$ cat src/rtl/alu_issue_if.sv
// Handshake and datapath bundle for the ALU issue stage.
// Slave side is the stage itself; master side is its environment.
interface alu_issue_if #(
  parameter int DW = 16,
  parameter int RW = 3
);
  logic          in_valid;
  logic          in_ready;
  logic [3:0]    in_opcode;
  logic [RW-1:0] in_rs1;
  logic [RW-1:0] in_rs2;
  logic [RW-1:0] in_rd;
  logic [DW-1:0] in_a;
  logic [DW-1:0] in_b;
  logic [DW-1:0] in_imm;
  logic          in_wr_en;

  logic [DW-1:0] alu_x;
  logic [DW-1:0] alu_y;
  logic [2:0]    alu_control;
  logic [DW-1:0] alu_res;
  logic          alu_zero;

  logic          out_valid;
  logic          out_ready;
  logic [DW-1:0] out_res;
  logic [RW-1:0] out_rd;
  logic          out_wr_en;
  logic          out_br_taken;
  logic          out_illegal;

  modport master (
    output in_valid, in_opcode, in_rs1, in_rs2, in_rd,
    output in_a, in_b, in_imm, in_wr_en,
    output alu_res, alu_zero, out_ready,
    input  in_ready, alu_x, alu_y, alu_control,
    input  out_valid, out_res, out_rd, out_wr_en,
    input  out_br_taken, out_illegal
  );

  modport slave (
    input  in_valid, in_opcode, in_rs1, in_rs2, in_rd,
    input  in_a, in_b, in_imm, in_wr_en,
    input  alu_res, alu_zero, out_ready,
    output in_ready, alu_x, alu_y, alu_control,
    output out_valid, out_res, out_rd, out_wr_en,
    output out_br_taken, out_illegal
  );
endinterface

$ cat src/rtl/alu_issue_stage.sv
// Two-stage ALU issue wrapper: S1 registers ALU operands,
// S2 captures result, zero-based branch decision and writeback info.
module alu_issue_stage #(
  parameter int DW = 16,
  parameter int RW = 3
) (
  input logic        clk,
  input logic        rst,
  alu_issue_if.slave io
);

  typedef struct packed {
    logic [DW-1:0] x;
    logic [DW-1:0] y;
    logic [2:0]    ctrl;
    logic [RW-1:0] rd;
    logic          wr;
    logic          ill;
    logic          beq;
    logic          bne;
  } s1_t;

  typedef struct packed {
    logic [DW-1:0] res;
    logic [RW-1:0] rd;
    logic          wr;
    logic          br;
    logic          ill;
  } s2_t;

  logic s1_valid_q, s1_valid_d;
  logic s2_valid_q, s2_valid_d;
  s1_t  s1_q, s1_d;
  s2_t  s2_q, s2_d;

  logic s1_adv, s2_adv;

  logic [2:0] dec_ctrl;
  logic       dec_imm;
  logic       dec_wr;
  logic       dec_ill;
  logic       dec_beq;
  logic       dec_bne;

  logic [DW-1:0] op_x, op_b, op_y;
  logic          br_taken;

  assign s2_adv = ~s2_valid_q | io.out_ready;
  assign s1_adv = ~s1_valid_q | s2_adv;

  // Opcode to ALU control, operand source and writeback qualifiers
  always_comb begin
    dec_ctrl = 3'b000;
    dec_imm  = 1'b0;
    dec_wr   = io.in_wr_en;
    dec_ill  = 1'b0;
    dec_beq  = 1'b0;
    dec_bne  = 1'b0;
    unique case (1'b1)
      ~io.in_opcode[3]: begin
        dec_ctrl = io.in_opcode[2:0];
      end
      io.in_opcode == 4'b1000: begin
        dec_imm = 1'b1;
      end
      io.in_opcode == 4'b1001: begin
        dec_imm = 1'b1;
        dec_wr  = 1'b0;
      end
      io.in_opcode == 4'b1010: begin
        dec_ctrl = 3'b001;
        dec_beq  = 1'b1;
        dec_wr   = 1'b0;
      end
      io.in_opcode == 4'b1011: begin
        dec_ctrl = 3'b001;
        dec_bne  = 1'b1;
        dec_wr   = 1'b0;
      end
      io.in_opcode[3:2] == 2'b11: begin
        dec_ill = 1'b1;
        dec_wr  = 1'b0;
      end
    endcase
    if (io.in_rd == '0) begin
      dec_wr = 1'b0;
    end
  end

  // Operand select: youngest in-flight writer wins, r0 is hardwired zero
  always_comb begin
    if (io.in_rs1 == '0) begin
      op_x = '0;
    end else if (s1_valid_q & s1_q.wr
                 & (s1_q.rd == io.in_rs1)) begin
      op_x = io.alu_res;
    end else if (s2_valid_q & s2_q.wr
                 & (s2_q.rd == io.in_rs1)) begin
      op_x = s2_q.res;
    end else begin
      op_x = io.in_a;
    end

    if (io.in_rs2 == '0) begin
      op_b = '0;
    end else if (s1_valid_q & s1_q.wr
                 & (s1_q.rd == io.in_rs2)) begin
      op_b = io.alu_res;
    end else if (s2_valid_q & s2_q.wr
                 & (s2_q.rd == io.in_rs2)) begin
      op_b = s2_q.res;
    end else begin
      op_b = io.in_b;
    end

    op_y = dec_imm ? io.in_imm : op_b;
  end

  // Branch outcome from the ALU zero flag of the instruction in S1
  always_comb begin
    br_taken = 1'b0;
    if (s1_q.beq) begin
      br_taken = io.alu_zero;
    end else if (s1_q.bne) begin
      br_taken = ~io.alu_zero;
    end
  end

  // Pipeline advance: S1 refill and S2 capture under backpressure
  always_comb begin
    s1_valid_d = s1_valid_q;
    s1_d       = s1_q;
    s2_valid_d = s2_valid_q;
    s2_d       = s2_q;
    if (s1_adv) begin
      s1_valid_d = io.in_valid;
      if (io.in_valid) begin
        s1_d.x    = op_x;
        s1_d.y    = op_y;
        s1_d.ctrl = dec_ctrl;
        s1_d.rd   = io.in_rd;
        s1_d.wr   = dec_wr;
        s1_d.ill  = dec_ill;
        s1_d.beq  = dec_beq;
        s1_d.bne  = dec_bne;
      end
    end
    if (s2_adv) begin
      s2_valid_d = s1_valid_q;
      if (s1_valid_q) begin
        s2_d.res = io.alu_res;
        s2_d.rd  = s1_q.rd;
        s2_d.wr  = s1_q.wr;
        s2_d.br  = br_taken;
        s2_d.ill = s1_q.ill;
      end
    end
  end

  // Stage registers with synchronous reset
  always_ff @(posedge clk) begin
    if (rst) begin
      s1_valid_q <= 1'b0;
      s2_valid_q <= 1'b0;
      s1_q       <= '0;
      s2_q       <= '0;
    end else begin
      s1_valid_q <= s1_valid_d;
      s2_valid_q <= s2_valid_d;
      s1_q       <= s1_d;
      s2_q       <= s2_d;
    end
  end

  assign io.in_ready     = s1_adv;
  assign io.alu_x        = s1_q.x;
  assign io.alu_y        = s1_q.y;
  assign io.alu_control  = s1_q.ctrl;
  assign io.out_valid    = s2_valid_q;
  assign io.out_res      = s2_q.res;
  assign io.out_rd       = s2_q.rd;
  assign io.out_wr_en    = s2_q.wr;
  assign io.out_br_taken = s2_q.br;
  assign io.out_illegal  = s2_q.ill;

endmodule

$ cat src/flat_wrapper.sv
// flat-port wrapper written by rule: the top's interface ports become plain ports
module alu_issue_stage_flat 
#(
  parameter int DW = 16,
  parameter int RW = 3
)
  (clk, rst, io_in_valid, io_in_opcode, io_in_rs1, io_in_rs2, io_in_rd, io_in_a, io_in_b, io_in_imm, io_in_wr_en, io_alu_res, io_alu_zero, io_out_ready, io_in_ready, io_alu_x, io_alu_y, io_alu_control, io_out_valid, io_out_res, io_out_rd, io_out_wr_en, io_out_br_taken, io_out_illegal);
  alu_issue_if #(.DW(DW), .RW(RW)) io_i ();
  input logic clk;
  input logic rst;
  input wire logic [$bits(io_i.in_valid)-1:0] io_in_valid;
  input wire logic [$bits(io_i.in_opcode)-1:0] io_in_opcode;
  input wire logic [$bits(io_i.in_rs1)-1:0] io_in_rs1;
  input wire logic [$bits(io_i.in_rs2)-1:0] io_in_rs2;
  input wire logic [$bits(io_i.in_rd)-1:0] io_in_rd;
  input wire logic [$bits(io_i.in_a)-1:0] io_in_a;
  input wire logic [$bits(io_i.in_b)-1:0] io_in_b;
  input wire logic [$bits(io_i.in_imm)-1:0] io_in_imm;
  input wire logic [$bits(io_i.in_wr_en)-1:0] io_in_wr_en;
  input wire logic [$bits(io_i.alu_res)-1:0] io_alu_res;
  input wire logic [$bits(io_i.alu_zero)-1:0] io_alu_zero;
  input wire logic [$bits(io_i.out_ready)-1:0] io_out_ready;
  output wire logic [$bits(io_i.in_ready)-1:0] io_in_ready;
  output wire logic [$bits(io_i.alu_x)-1:0] io_alu_x;
  output wire logic [$bits(io_i.alu_y)-1:0] io_alu_y;
  output wire logic [$bits(io_i.alu_control)-1:0] io_alu_control;
  output wire logic [$bits(io_i.out_valid)-1:0] io_out_valid;
  output wire logic [$bits(io_i.out_res)-1:0] io_out_res;
  output wire logic [$bits(io_i.out_rd)-1:0] io_out_rd;
  output wire logic [$bits(io_i.out_wr_en)-1:0] io_out_wr_en;
  output wire logic [$bits(io_i.out_br_taken)-1:0] io_out_br_taken;
  output wire logic [$bits(io_i.out_illegal)-1:0] io_out_illegal;
  assign io_i.in_valid = io_in_valid;
  assign io_i.in_opcode = io_in_opcode;
  assign io_i.in_rs1 = io_in_rs1;
  assign io_i.in_rs2 = io_in_rs2;
  assign io_i.in_rd = io_in_rd;
  assign io_i.in_a = io_in_a;
  assign io_i.in_b = io_in_b;
  assign io_i.in_imm = io_in_imm;
  assign io_i.in_wr_en = io_in_wr_en;
  assign io_i.alu_res = io_alu_res;
  assign io_i.alu_zero = io_alu_zero;
  assign io_i.out_ready = io_out_ready;
  assign io_in_ready = io_i.in_ready;
  assign io_alu_x = io_i.alu_x;
  assign io_alu_y = io_i.alu_y;
  assign io_alu_control = io_i.alu_control;
  assign io_out_valid = io_i.out_valid;
  assign io_out_res = io_i.out_res;
  assign io_out_rd = io_i.out_rd;
  assign io_out_wr_en = io_i.out_wr_en;
  assign io_out_br_taken = io_i.out_br_taken;
  assign io_out_illegal = io_i.out_illegal;
  alu_issue_stage #(.DW(DW), .RW(RW)) u_core (.clk(clk), .rst(rst), .io(io_i));
endmodule
$ cat config.mk
export PLATFORM = sky130hd
export DESIGN_NAME = alu_issue_stage_flat
export DESIGN_NICKNAME = d
export VERILOG_FILES = /design/src/rtl/alu_issue_if.sv /design/src/rtl/alu_issue_stage.sv /design/src/flat_wrapper.sv
export SDC_FILE = /design/constraint.sdc
export NUM_CORES = 1
export LEC_CHECK = 0
export ABC_AREA = 0
export BUFFER_PORTS_ARGS = -buffer_cell sky130_fd_sc_hd__buf_2
export CAP_MARGIN = 20
export CELL_PAD_IN_SITES_DETAIL_PLACEMENT = 2
export CELL_PAD_IN_SITES_GLOBAL_PLACEMENT = 2
export CORE_ASPECT_RATIO = 1.75
export CORE_MARGIN = 4
export CORE_UTILIZATION = 28
export CTS_BUF_LIST = sky130_fd_sc_hd__clkbuf_8
export DETAILED_ROUTE_END_ITERATION = 8
export GPL_ROUTABILITY_DRIVEN = 0
export PLACE_DENSITY = 0.84
export RECOVER_POWER = 50
export SYNTH_ARGS = -nofsm -noshare
export SYNTH_HDL_FRONTEND = slang
export SYNTH_SLANG_ARGS = --single-unit
$ cat constraint.sdc
create_clock -name clk -period 2.73 [get_ports clk]
set_input_delay 0.273 -clock clk [delete_from_list [all_inputs] [get_ports clk]]
set_output_delay 0.273 -clock clk [all_outputs]
set_load 0.1 [all_outputs]
==> metrics <==
status finished, final reports clean; antenna-violating nets left 0; final-report hold violation count 0; DR WL/cell 22.5 um; MaxCap Viol Count 0; worst skew pair latency 0.36 ns; Final min period 2.29 ns; CTS tree done; most common cell in the netlist dfxtp_1; die span in y 162 um; post-synthesis to final-layout area growth 20.0%; Die Footprint 15500 um^2; largest net degree at the start of global routing 36; syn_nets 556; Residual DRC 0; top post-synthesis cells by area dfxtp_1, buf_4, a21oi_1; relative slew slack 17.5%; RSZ-0062 raised after global routing false; Hold-fix buffers, CTS 0; Final TNS setup 0 ns; global route overflow 0; Hold Crit Class input port to flop; Clock Skew 0.0143 ns; Worst-Margin Slew 1.24 ns; dpl hpwl 12.8 mm; Core Area 13300 um^2; vias per inst 5.49; number of cell rows 56; number of synthesized flops with an enable pin 0; Synth area leader dfxtp_1; H-tree depth 3; Netlist Area Pre-Place 3780 um^2; crit path cell chain xor2_1, or4_1, a2111oi_0, a211oi_1; commonest cells in the netlist dfxtp_1, nand2_1, a21oi_1; nets 651; fmax 437 MHz; CP startpoint kind flop; Routed WL 16.8 mm; Netlist cell types 38; Synth Flop Type dfxtp_1; cell family with most CP delay simple AND/OR/NAND/NOR gates; clock transition at the registers of the reported paths 0.08 ns; # setup viols final 0; Critical-path top delay cell or4_1; cts bufs inserted 9; post-cts sizing count 0; Buffers & Inverters on Critical Path 0; post-synth top area share 34.9%; Port Buffers 141; CP Capture Type flop; Mapped Avg Cell Area 8.00 um^2; Syn. warnings 0; Root Buffer clkbuf_8; Starting Density 28.4%; Pleak 1.69 nW; slowest stage delay, CP 0.88 ns; Overall Global Routing Usage 21.8%; CTS Buffer Depth 2; DP Area 4430 um^2; # Post-CTS Setup Buffers 0; Synth async-reset ratio 0%; WP data required 2.95 ns; Worst Path Arrival 2.51 ns; initial DRC count 183; Ports 142; proportion of layout cells with a drive suffix above 1 21.2%; critical path type flop to flop; Worst Path Max Fanout 16; Synth Register Bits 66; Cells after Synth 473; vias 4103; power per cell area 581 nW/um^2; Worst VDD drop 256 uV; total iterations of the first detailed-routing run 4; Final Slew Violations 0; crit share post-route 83.9%; DIE WIDTH 95.9 um; vias in the first global route 4563; first-pass GRT wire length 25.7 mm; clk sinks 66; final instance area 4540 um^2; antenna violations before repair 1; post-synthesis sequential area ratio 34.9%
-- tightest hold or removal path, delay by kind of cell --
kind / cells / cell delay [ns]
AO/OA/AOI/OAI: 1 / 0.05
buffers and inverters: 1 / 0.10
AND/OR/NAND/NOR: 1 / 0.05
-- placed cells by master, fill, tap and decap left out, drive strengths merged --
cell type,instances
clkinv,2
a32oi,16
and2,2
a211oi,17
o2111ai,1
bufinv,1
dfxtp,66
a2111oi,16
a311oi,1
mux2i,16
nor2,5
xor2,9
and4b,2
nor3,2
nand2b,2
buf,102
o21bai,16
nand3,20
or3b,1
inv,21
o21ai,32
or3,2
o211ai,16
diode,1
nand2,61
or4,1
nor4,18
nor3b,1
a21oi,50
xnor2,3
clkbuf,67
nand3b,2
nand4b,1
-- per-layer routing --
| metal | up-vias | track usage [%] | routed length, um |
|---|---|---|---|
| met5 | - | 0 | 0 |
| met4 | 0 | 10.9 | 621 |
| met3 | 36 | 4.54 | 883 |
| met2 | 132 | 39.4 | 9310 |
| met1 | 2041 | 23.1 | 5980 |
| li1 | 1894 | - | - |
-- final timing paths --
check                                             start                                    end  slack [ns]  cells past startpoint
hold / removal                              io_in_rd[2]            u_core.s1_q[6]$_SDFFE_PP0P_        0.17                      3
hold reg to reg   u_core.io.alu_control[1]$_SDFFE_PP0P_  u_core.io.alu_control[1]$_SDFFE_PP0P_        0.46                      2
setup / recovery       u_core.io.out_rd[0]$_SDFFE_PP0P_        u_core.io.alu_y[4]$_SDFFE_PP0P_        0.44                      4
setup reg to reg       u_core.io.out_rd[0]$_SDFFE_PP0P_        u_core.io.alu_y[4]$_SDFFE_PP0P_        0.44                      4
-- metrics by stage --
stage / utilization [%] / setup slack, ns / hold WS, ns / instances / power [W]
3_3_place_gp: 33.2 / 0.615 / 0.440 / 731 / 0.00183
6_report: 34.1 / 0.440 / 0.168 / 747 / 0.00264
3_5_place_dp: 33.2 / 0.426 / 0.453 / 731 / 0.00186
4_1_cts: 34.6 / 0.449 / 0.148 / 746 / 0.00268
5_1_grt: 34.1 / 0.301 / 0.173 / 747 / 0.00275
2_1_floorplan: - / 0.0219 / 0.409 / 473 / 0.00167
-- cell type report --
| class | instances | area [um^2] |
|---|---|---|
| Antenna cell | 1 | 2.50 |
| Fill cell | 1610 | 8770 |
| Clock buffer | 10 | 138 |
| Multi-Input combinational cell | 313 | 1970 |
| Sequential cell | 66 | 1320 |
| Clock inverter | 5 | 47.5 |
| Inverter | 19 | 71.3 |
| Tap cell | 174 | 218 |
| Timing Repair Buffer | 159 | 769 |
-- registers in the layout (all words and copies together), names as in the netlist --
| signal | flops |
|---|---|
| u_core.io.alu_x | 16 |
| u_core.io.out_rd | 3 |
| u_core.io.alu_y | 16 |
| u_core.s1_q | 7 |
| u_core.io.alu_control | 3 |
| u_core.io.out_res | 16 |
| u_core.io.out_wr_en | 1 |
| u_core.io.out_valid | 1 |
| u_core.io.out_illegal | 1 |
| u_core.io.out_br_taken | 1 |
| u_core.s1_valid_q | 1 |
-- where the power goes --
group	total (W)	switching (W)	internal [W]
Clock	0.000823	0.000390	0.000432
Sequential	0.00107	0.0000483	0.00102
Combinational	0.000752	0.000603	0.000149
Total	0.00264	0.00104	0.00160
-- cell families after synthesis --
family | share of synthesized area (%)
buffers and inverters | 13.3
XOR/XNOR | 2.78
flip-flops | 34.9
AO/OA/AOI/OAI | 29.0
AND/OR/NAND/NOR | 15.8
multiplexers | 4.23
No activity file was read; power rests on OpenSTA's default activity.
